===== src/rtl/reg_file_rd_pkg.sv =====
// Shared miniRISC register-file constants: data width, address width and
// the hard-wired zero register index.
package reg_file_rd_pkg;

    localparam int RF_DATA_W   = 32;
    localparam int RF_ADDR_W   = 5;
    localparam int RF_NUM_REGS = 2 ** RF_ADDR_W;
    localparam int RF_ZERO_IDX = 0;

    // Index of the link register targeted by jump-and-link write-back.
    localparam int RF_LINK_IDX = RF_NUM_REGS - 1;

endpackage : reg_file_rd_pkg


===== src/rtl/reg_file_rd_scoreboard.sv =====
// Register scoreboard: one busy bit per register, set by decode reservations,
// cleared by write-back, and looked up by both read ports to raise stall.
module reg_scoreboard
    import reg_file_rd_pkg::*;
#(
    parameter int ADDR_W = RF_ADDR_W
) (
    input  logic              clk,
    input  logic              rst,
    input  logic              rsv_en,
    input  logic [ADDR_W-1:0] rsv_addr,
    input  logic              wr_en,
    input  logic [ADDR_W-1:0] wr_addr,
    input  logic [ADDR_W-1:0] rs_addr,
    input  logic [ADDR_W-1:0] rt_addr,
    input  logic              rs_byp,
    input  logic              rt_byp,
    output logic              stall
);

    localparam int                NUM_REGS  = 2 ** ADDR_W;
    localparam logic [ADDR_W-1:0] ZERO_ADDR = ADDR_W'(RF_ZERO_IDX);

    logic [NUM_REGS-1:0] busy_q;
    logic [NUM_REGS-1:0] busy_d;
    logic                rs_hazard;
    logic                rt_hazard;

    // Clear first, then set: a reservation landing on the register being
    // written back this cycle wins and the register stays busy.
    always_comb begin
        // NOTE: every always_comb output gets a default first so no path leaves it unassigned (no latch).
        busy_d = busy_q;
        if (wr_en) begin
            busy_d[wr_addr] = 1'b0;
        end
        if (rsv_en && (rsv_addr != ZERO_ADDR)) begin
            busy_d[rsv_addr] = 1'b1;
        end
        busy_d[ZERO_ADDR] = 1'b0;
    end

    always_ff @(posedge clk) begin
        // NOTE: sequential state uses non-blocking assignments so all flops update from pre-edge values.
        if (rst) begin
            busy_q <= '0;
        end else begin
            busy_q <= busy_d;
        end
    end

    // A busy source whose value is arriving on the write-back bus this cycle
    // is satisfied by the bypass and must not hold decode.
    assign rs_hazard = busy_q[rs_addr] && !rs_byp;
    assign rt_hazard = busy_q[rt_addr] && !rt_byp;
    assign stall     = rs_hazard || rt_hazard;

endmodule : reg_scoreboard


===== src/rtl/reg_file_rd.sv =====
// Two-read, one-write register file with write-back bypass and a scoreboard
// that stalls decode on reads of registers still awaiting write-back.
module reg_file_rd
    import reg_file_rd_pkg::*;
#(
    parameter int DATA_W = RF_DATA_W,
    parameter int ADDR_W = RF_ADDR_W
) (
    input  logic              clk,
    input  logic              rst,
    input  logic [ADDR_W-1:0] rs_addr,
    input  logic [ADDR_W-1:0] rt_addr,
    output logic [DATA_W-1:0] rs_data,
    output logic [DATA_W-1:0] rt_data,
    input  logic              wr_en,
    input  logic [ADDR_W-1:0] wr_addr,
    input  logic [DATA_W-1:0] wr_data,
    input  logic              rsv_en,
    input  logic [ADDR_W-1:0] rsv_addr,
    output logic              stall
);

    localparam int                NUM_REGS  = 2 ** ADDR_W;
    localparam logic [ADDR_W-1:0] ZERO_ADDR = ADDR_W'(RF_ZERO_IDX);

    logic [DATA_W-1:0] regs_q [NUM_REGS];
    logic              wr_live;
    logic              rs_byp;
    logic              rt_byp;

    assign wr_live = wr_en && (wr_addr != ZERO_ADDR);
    assign rs_byp  = wr_live && (wr_addr == rs_addr);
    assign rt_byp  = wr_live && (wr_addr == rt_addr);

    always_ff @(posedge clk) begin
        if (rst) begin
            // NOTE: the array is reset because architectural state must read as zero after reset; a scratch RAM would skip this.
            for (int i = 0; i < NUM_REGS; i++) begin
                regs_q[i] <= '0;
            end
        end else if (wr_live) begin
            regs_q[wr_addr] <= wr_data;
        end
    end

    // Register 0 is forced to zero on read as well as never written, so the
    // read path does not depend on the array entry being initialised.
    always_comb begin
        rs_data = '0;
        if (rs_byp) begin
            rs_data = wr_data;
        end else if (rs_addr != ZERO_ADDR) begin
            rs_data = regs_q[rs_addr];
        end
    end

    always_comb begin
        rt_data = '0;
        if (rt_byp) begin
            rt_data = wr_data;
        end else if (rt_addr != ZERO_ADDR) begin
            rt_data = regs_q[rt_addr];
        end
    end

    reg_scoreboard #(
        .ADDR_W (ADDR_W)
    ) u_scoreboard (
        .clk      (clk),
        .rst      (rst),
        .rsv_en   (rsv_en),
        .rsv_addr (rsv_addr),
        .wr_en    (wr_en),
        .wr_addr  (wr_addr),
        .rs_addr  (rs_addr),
        .rt_addr  (rt_addr),
        .rs_byp   (rs_byp),
        .rt_byp   (rt_byp),
        .stall    (stall)
    );

endmodule : reg_file_rd


===== config.mk =====
export PLATFORM = sky130hd
export DESIGN_NAME = reg_file_rd
export DESIGN_NICKNAME = d
export VERILOG_FILES = /design/src/rtl/reg_file_rd_pkg.sv /design/src/rtl/reg_file_rd_scoreboard.sv /design/src/rtl/reg_file_rd.sv
export SDC_FILE = /design/constraint.sdc
export NUM_CORES = 2
export LEC_CHECK = 0
export CAP_MARGIN = 10
export CORE_MARGIN = 5
export CORE_UTILIZATION = 45
export CTS_CLUSTER_DIAMETER = 100
export DETAILED_ROUTE_END_ITERATION = 10
export PLACE_DENSITY = 0.66
export SLEW_MARGIN = 25
export SYNTH_ARGS = -nofsm -noshare
export SYNTH_HDL_FRONTEND = slang
export SYNTH_SLANG_ARGS = --single-unit

===== constraint.sdc =====
create_clock -name clk -period 4.15 [get_ports clk]
set_clock_uncertainty 0.2 [all_clocks]
set_input_delay 0.83 -clock clk [delete_from_list [all_inputs] [get_ports clk]]
set_output_delay 0.83 -clock clk [all_outputs]
set_load 0.1 [all_outputs]

==> results.txt <==
----------------------------------------------------
[Critical path]
  Startpoint kind of the worst setup timing path ... primary input
  Crit end category ... primary output
  Reg-to-reg critical path endpoint ... u_scoreboard.busy_q[20]
  Maximum fanout count along the critical path ... 24
  Critical Path End ... rs_data[30]
  First element of the critical path ... rs_addr[0]
  Slack of the worst reg-to-reg path ... 3.22 ns
  Number of cells on the worst reg-to-reg path ... 2
  Worst Path Arrival ... 3.10 ns
  Required arrival time at the worst endpoint ... 3.12 ns
  Launch point of the worst reg-to-reg path ... u_scoreboard.busy_q[20]
  Classification of the worst setup path ... in2out

[Global route]
  Antenna violations before repair ... 6
  Global-route wire length before repair ... 270 mm
  Number of global-route vias before repair ... 37.1k
  Gr usage total ... 28.5%
  Overflow left after global routing ... 0
  Largest net degree at the start of global routing ... 65

[Layout]
  Most frequent standard cell in the layout excluding fill and tap cells ... sky130_fd_sc_hd__edfxtp_1
  Synthesis-to-finish area growth ... 18.4%
  Final-stage net count ... 3,986
  Number of inserted filler cells in the final layout ... 9,727
  Share of layout cells above drive strength 1 ... 30.9%
  Commonest non-fill, non-tap cells in the layout ... sky130_fd_sc_hd__edfxtp_1 (1,024), sky130_fd_sc_hd__and2_1 (993), sky130_fd_sc_hd__mux4_2 (537), sky130_fd_sc_hd__buf_4 (246), sky130_fd_sc_hd__buf_12 (169)

[Detailed routing]
  Detail Route met3 WL ... 21.1 mm
  Antenna Nets Post-Route ... 0
  Met1 Wirelength ... 68.6 mm
  Routed WL ... 189 mm
  First-pass DRT Iterations ... 5
  Via density per instance ... 6.47
  Routed wirelength normalized by instance count ... 33.5 um
  Via total after detailed routing ... 36.6k
  Met2 wire len ... 91.2 mm
  Top sig layer ... met5
  Residual DRC count ... 0
  DRC violation total after the first TritonRoute iteration ... 4,771

[Hold path]
  Min-delay worst type ... reg2reg

[Floorplan]
  DIE AREA ... 0.132 mm^2
  Die outline height ... 364 um
  Initial cell density of the core ... 45.4%
  Placement row count ... 129
  Horizontal die dimension ... 364 um
  Std-Cell Core Area ... 0.124 mm^2
  I/O pin cnt ... 121

[CTS]
  Root Driver ... sky130_fd_sc_hd__clkbuf_16
  CTS max path bufs ... 3
  Clock tree from TritonCTS ... done
  CTS buffer count ... 108
  Clock Pin Slew Worst Setup and Hold Paths ... 0.06 ns
  Clock net sink count ... 1,055
  Hold buffers post-CTS ... 0
  Deepest level of the CTS H-tree ... 3
  Clock latency at the later pin of the worst-skew pair ... 0.68 ns

[Power]
  Share of total power in the clock network ... 36.5%
  Part of the total power dissipated in combinational logic ... 17.2%
  Power Density ... 406 mW/mm^2
  Net Switching ... 7.22 mW
  Share of power burned in registers ... 46.3%
  Proportion of total power due to net switching ... 26.7%
  Worst-case vdd ir drop ... 0.350 mV
  Leakage ... 23.0 nW
  Internal cell power ... 19.8 mW

[Flow run]
  Number of maximum-capacitance violations ... 0

[Timing]
  Unrepaired setup endpoints after global routing ... yes
  Post-route fraction of the period consumed by the critical path ... 99.4%
  Fin. max-slew vios ... 0
  Worst hold margin ... 0.290 ns
  Max_slew headroom ... 30.0%
  Minimum setup slack in the final design ... 0.0249 ns
  Number of failing setup endpoints in the final timing report ... 0
  Time the worst path needs with I/O delays and setup ... 4.13 ns
  Number of hold violations in the final report ... 0
  Max Clock Freq ... 242 MHz
  Transition at the pin with the smallest max-transition slack ... 1.05 ns

[Synthesis]
  Warnings, synthesis ... 0
  Number of flops mapped to enable cells by yosys ... 1,024
  Average size of a mapped cell ... 15.1 um^2
  Count of cell types in the netlist ... 49
  Area share of fa/ha/maj cells after synthesis ... 0%
  Simple-gate share of the synthesized area ... 13.7%
  XOR/XNOR Fraction of Synth Area ... 0.156%
  Sequential area share after synthesis ... 55.8%
  Total of flip-flops plus latches after synthesis ... 1,055
  Main combinational cell family by area after synthesis ... multiplexers
  Post-synthesis compound-gate area fraction ... 4.70%
  Share of synthesized flip-flops with an asynchronous set or reset ... 0%
  Share of cell area taken by muxes after synthesis ... 22.4%
  Most common flop cell mapped by yosys ... sky130_fd_sc_hd__edfxtp_1
  Area of the mapped netlist ... 0.0563 mm^2
  Synthesized instance count ... 3,717

[Placement]
  Buffers added on ports ... 120
  Pre-CTS setup slack ... -0.321 ns
  Hpwl dp ... 119 mm
  Placer's final routability congestion estimate ... 0.840

[Run status]
  Status ... finished clean

----------------------------------------------------
-- per-layer routing --
layer  GRT usage, %  vias up
met5              0        -
met4           11.8        2
met3           6.39      438
met2           46.8     2315
met1           37.3    19100
li1               -    14800
-- critical path: stages --
cell	delay, ns
sky130_fd_sc_hd__buf_8	0.22
sky130_fd_sc_hd__buf_12	0.27
sky130_fd_sc_hd__mux4_2	0.54
sky130_fd_sc_hd__mux4_2	0.59
sky130_fd_sc_hd__a221o_1	0.41
sky130_fd_sc_hd__buf_12	0.18
-- state kept, by name (all words and copies together) (netlist names) --
register             count
regs_q                1024
u_scoreboard.busy_q     31
-- cell usage after synthesis (4+ instances only) --
cell	instances	share of area (%)
sky130_fd_sc_hd__nand3_1	14	0.12
sky130_fd_sc_hd__nand2_1	128	0.85
sky130_fd_sc_hd__nand2b_1	57	0.63
sky130_fd_sc_hd__buf_4	23	0.31
sky130_fd_sc_hd__dfxtp_1	31	1.1
sky130_fd_sc_hd__mux2i_1	51	0.91
sky130_fd_sc_hd__o211ai_1	54	0.72
sky130_fd_sc_hd__a221oi_1	65	1.0
sky130_fd_sc_hd__nand3b_1	5	0.067
sky130_fd_sc_hd__or2_2	33	0.37
sky130_fd_sc_hd__a22oi_1	49	0.65
sky130_fd_sc_hd__buf_2	56	0.50
sky130_fd_sc_hd__a22o_1	33	0.51
sky130_fd_sc_hd__nor3b_1	5	0.067
sky130_fd_sc_hd__nor2b_1	4	0.044
sky130_fd_sc_hd__clkbuf_1	310	2.1
sky130_fd_sc_hd__a32o_1	31	0.55
sky130_fd_sc_hd__mux4_2	537	21
sky130_fd_sc_hd__o221ai_1	21	0.33
sky130_fd_sc_hd__and2_1	994	11
sky130_fd_sc_hd__xnor2_1	9	0.14
sky130_fd_sc_hd__a21oi_1	53	0.47
sky130_fd_sc_hd__nor2_1	41	0.27
sky130_fd_sc_hd__o21ai_0	31	0.28
sky130_fd_sc_hd__edfxtp_1	1024	55
sky130_fd_sc_hd__buf_1	9	0.060
sky130_fd_sc_hd__nor3_1	5	0.044
sky130_fd_sc_hd__buf_6	13	0.26
-- power by group through the flow --
stage               Sequential, mW  Clock [mW]  Combinational (mW)
floorplan                     12.6           0                2.69
global placement              12.7           0                4.55
detailed placement            12.7           0                4.57
CTS                           12.5        9.93                4.59
global route                  12.6        10.4                4.79
finish                        12.5        9.86                4.66
-- stage by stage --
step	cell area [um^2]	util (%)	cells	power, mW	TNS (ns)
final	66600	53.7	5660	27.0	0
after global placement	62800	50.6	5445	17.2	-8.50
after CTS	66400	53.6	5650	27.0	0
after floorplan	56400	-	3748	15.3	-15.27
after detailed placement	62800	50.6	5445	17.3	-9.07
after global routing	66600	53.7	5659	27.8	-0.0763
-- area by class of cell --
type | count | area [um^2] | area share (%)
Antenna cell | 1 | 2.50 | 0.00376
Timing Repair Buffer | 483 | 6050 | 9.09
Clock inverter | 68 | 702 | 1.05
Inverter | 3 | 12.5 | 0.0188
Sequential cell | 1055 | 31400 | 47.1
Multi-Input combinational cell | 2279 | 23600 | 35.4
Tap cell | 1637 | 2050 | 3.08
Clock buffer | 134 | 2820 | 4.24
-- worst min-delay path by stage --
stage,from,to,slack [ns],cells past startpoint
2_1_floorplan,u_scoreboard.busy_q[22],u_scoreboard.busy_q[22],0.26,2
3_3_place_gp,u_scoreboard.busy_q[13],u_scoreboard.busy_q[13],0.28,2
3_5_place_dp,u_scoreboard.busy_q[30],u_scoreboard.busy_q[30],0.28,2
4_1_cts,u_scoreboard.busy_q[30],u_scoreboard.busy_q[30],0.29,2
5_1_grt,u_scoreboard.busy_q[31],u_scoreboard.busy_q[31],0.32,2
6_report,u_scoreboard.busy_q[31],u_scoreboard.busy_q[31],0.29,2
-- timing repair --
item / in CTS / in global routing
resized for setup: 6 / 38
setup endpoints to repair: 46 / 47
pin swaps: 1 / 6
cloned: 1 / 1
setup buffers: 2 / 8
-- kinds of logic after synthesis --
group,after synthesis
buffers and inverters,414
xor gates and xnor gates,10
DFF,1055
AOI/OAI and AO/OA,348
other,1
muxes,590
and+or+nand+nor,1299
No activity file was read; power rests on OpenSTA's default activity.
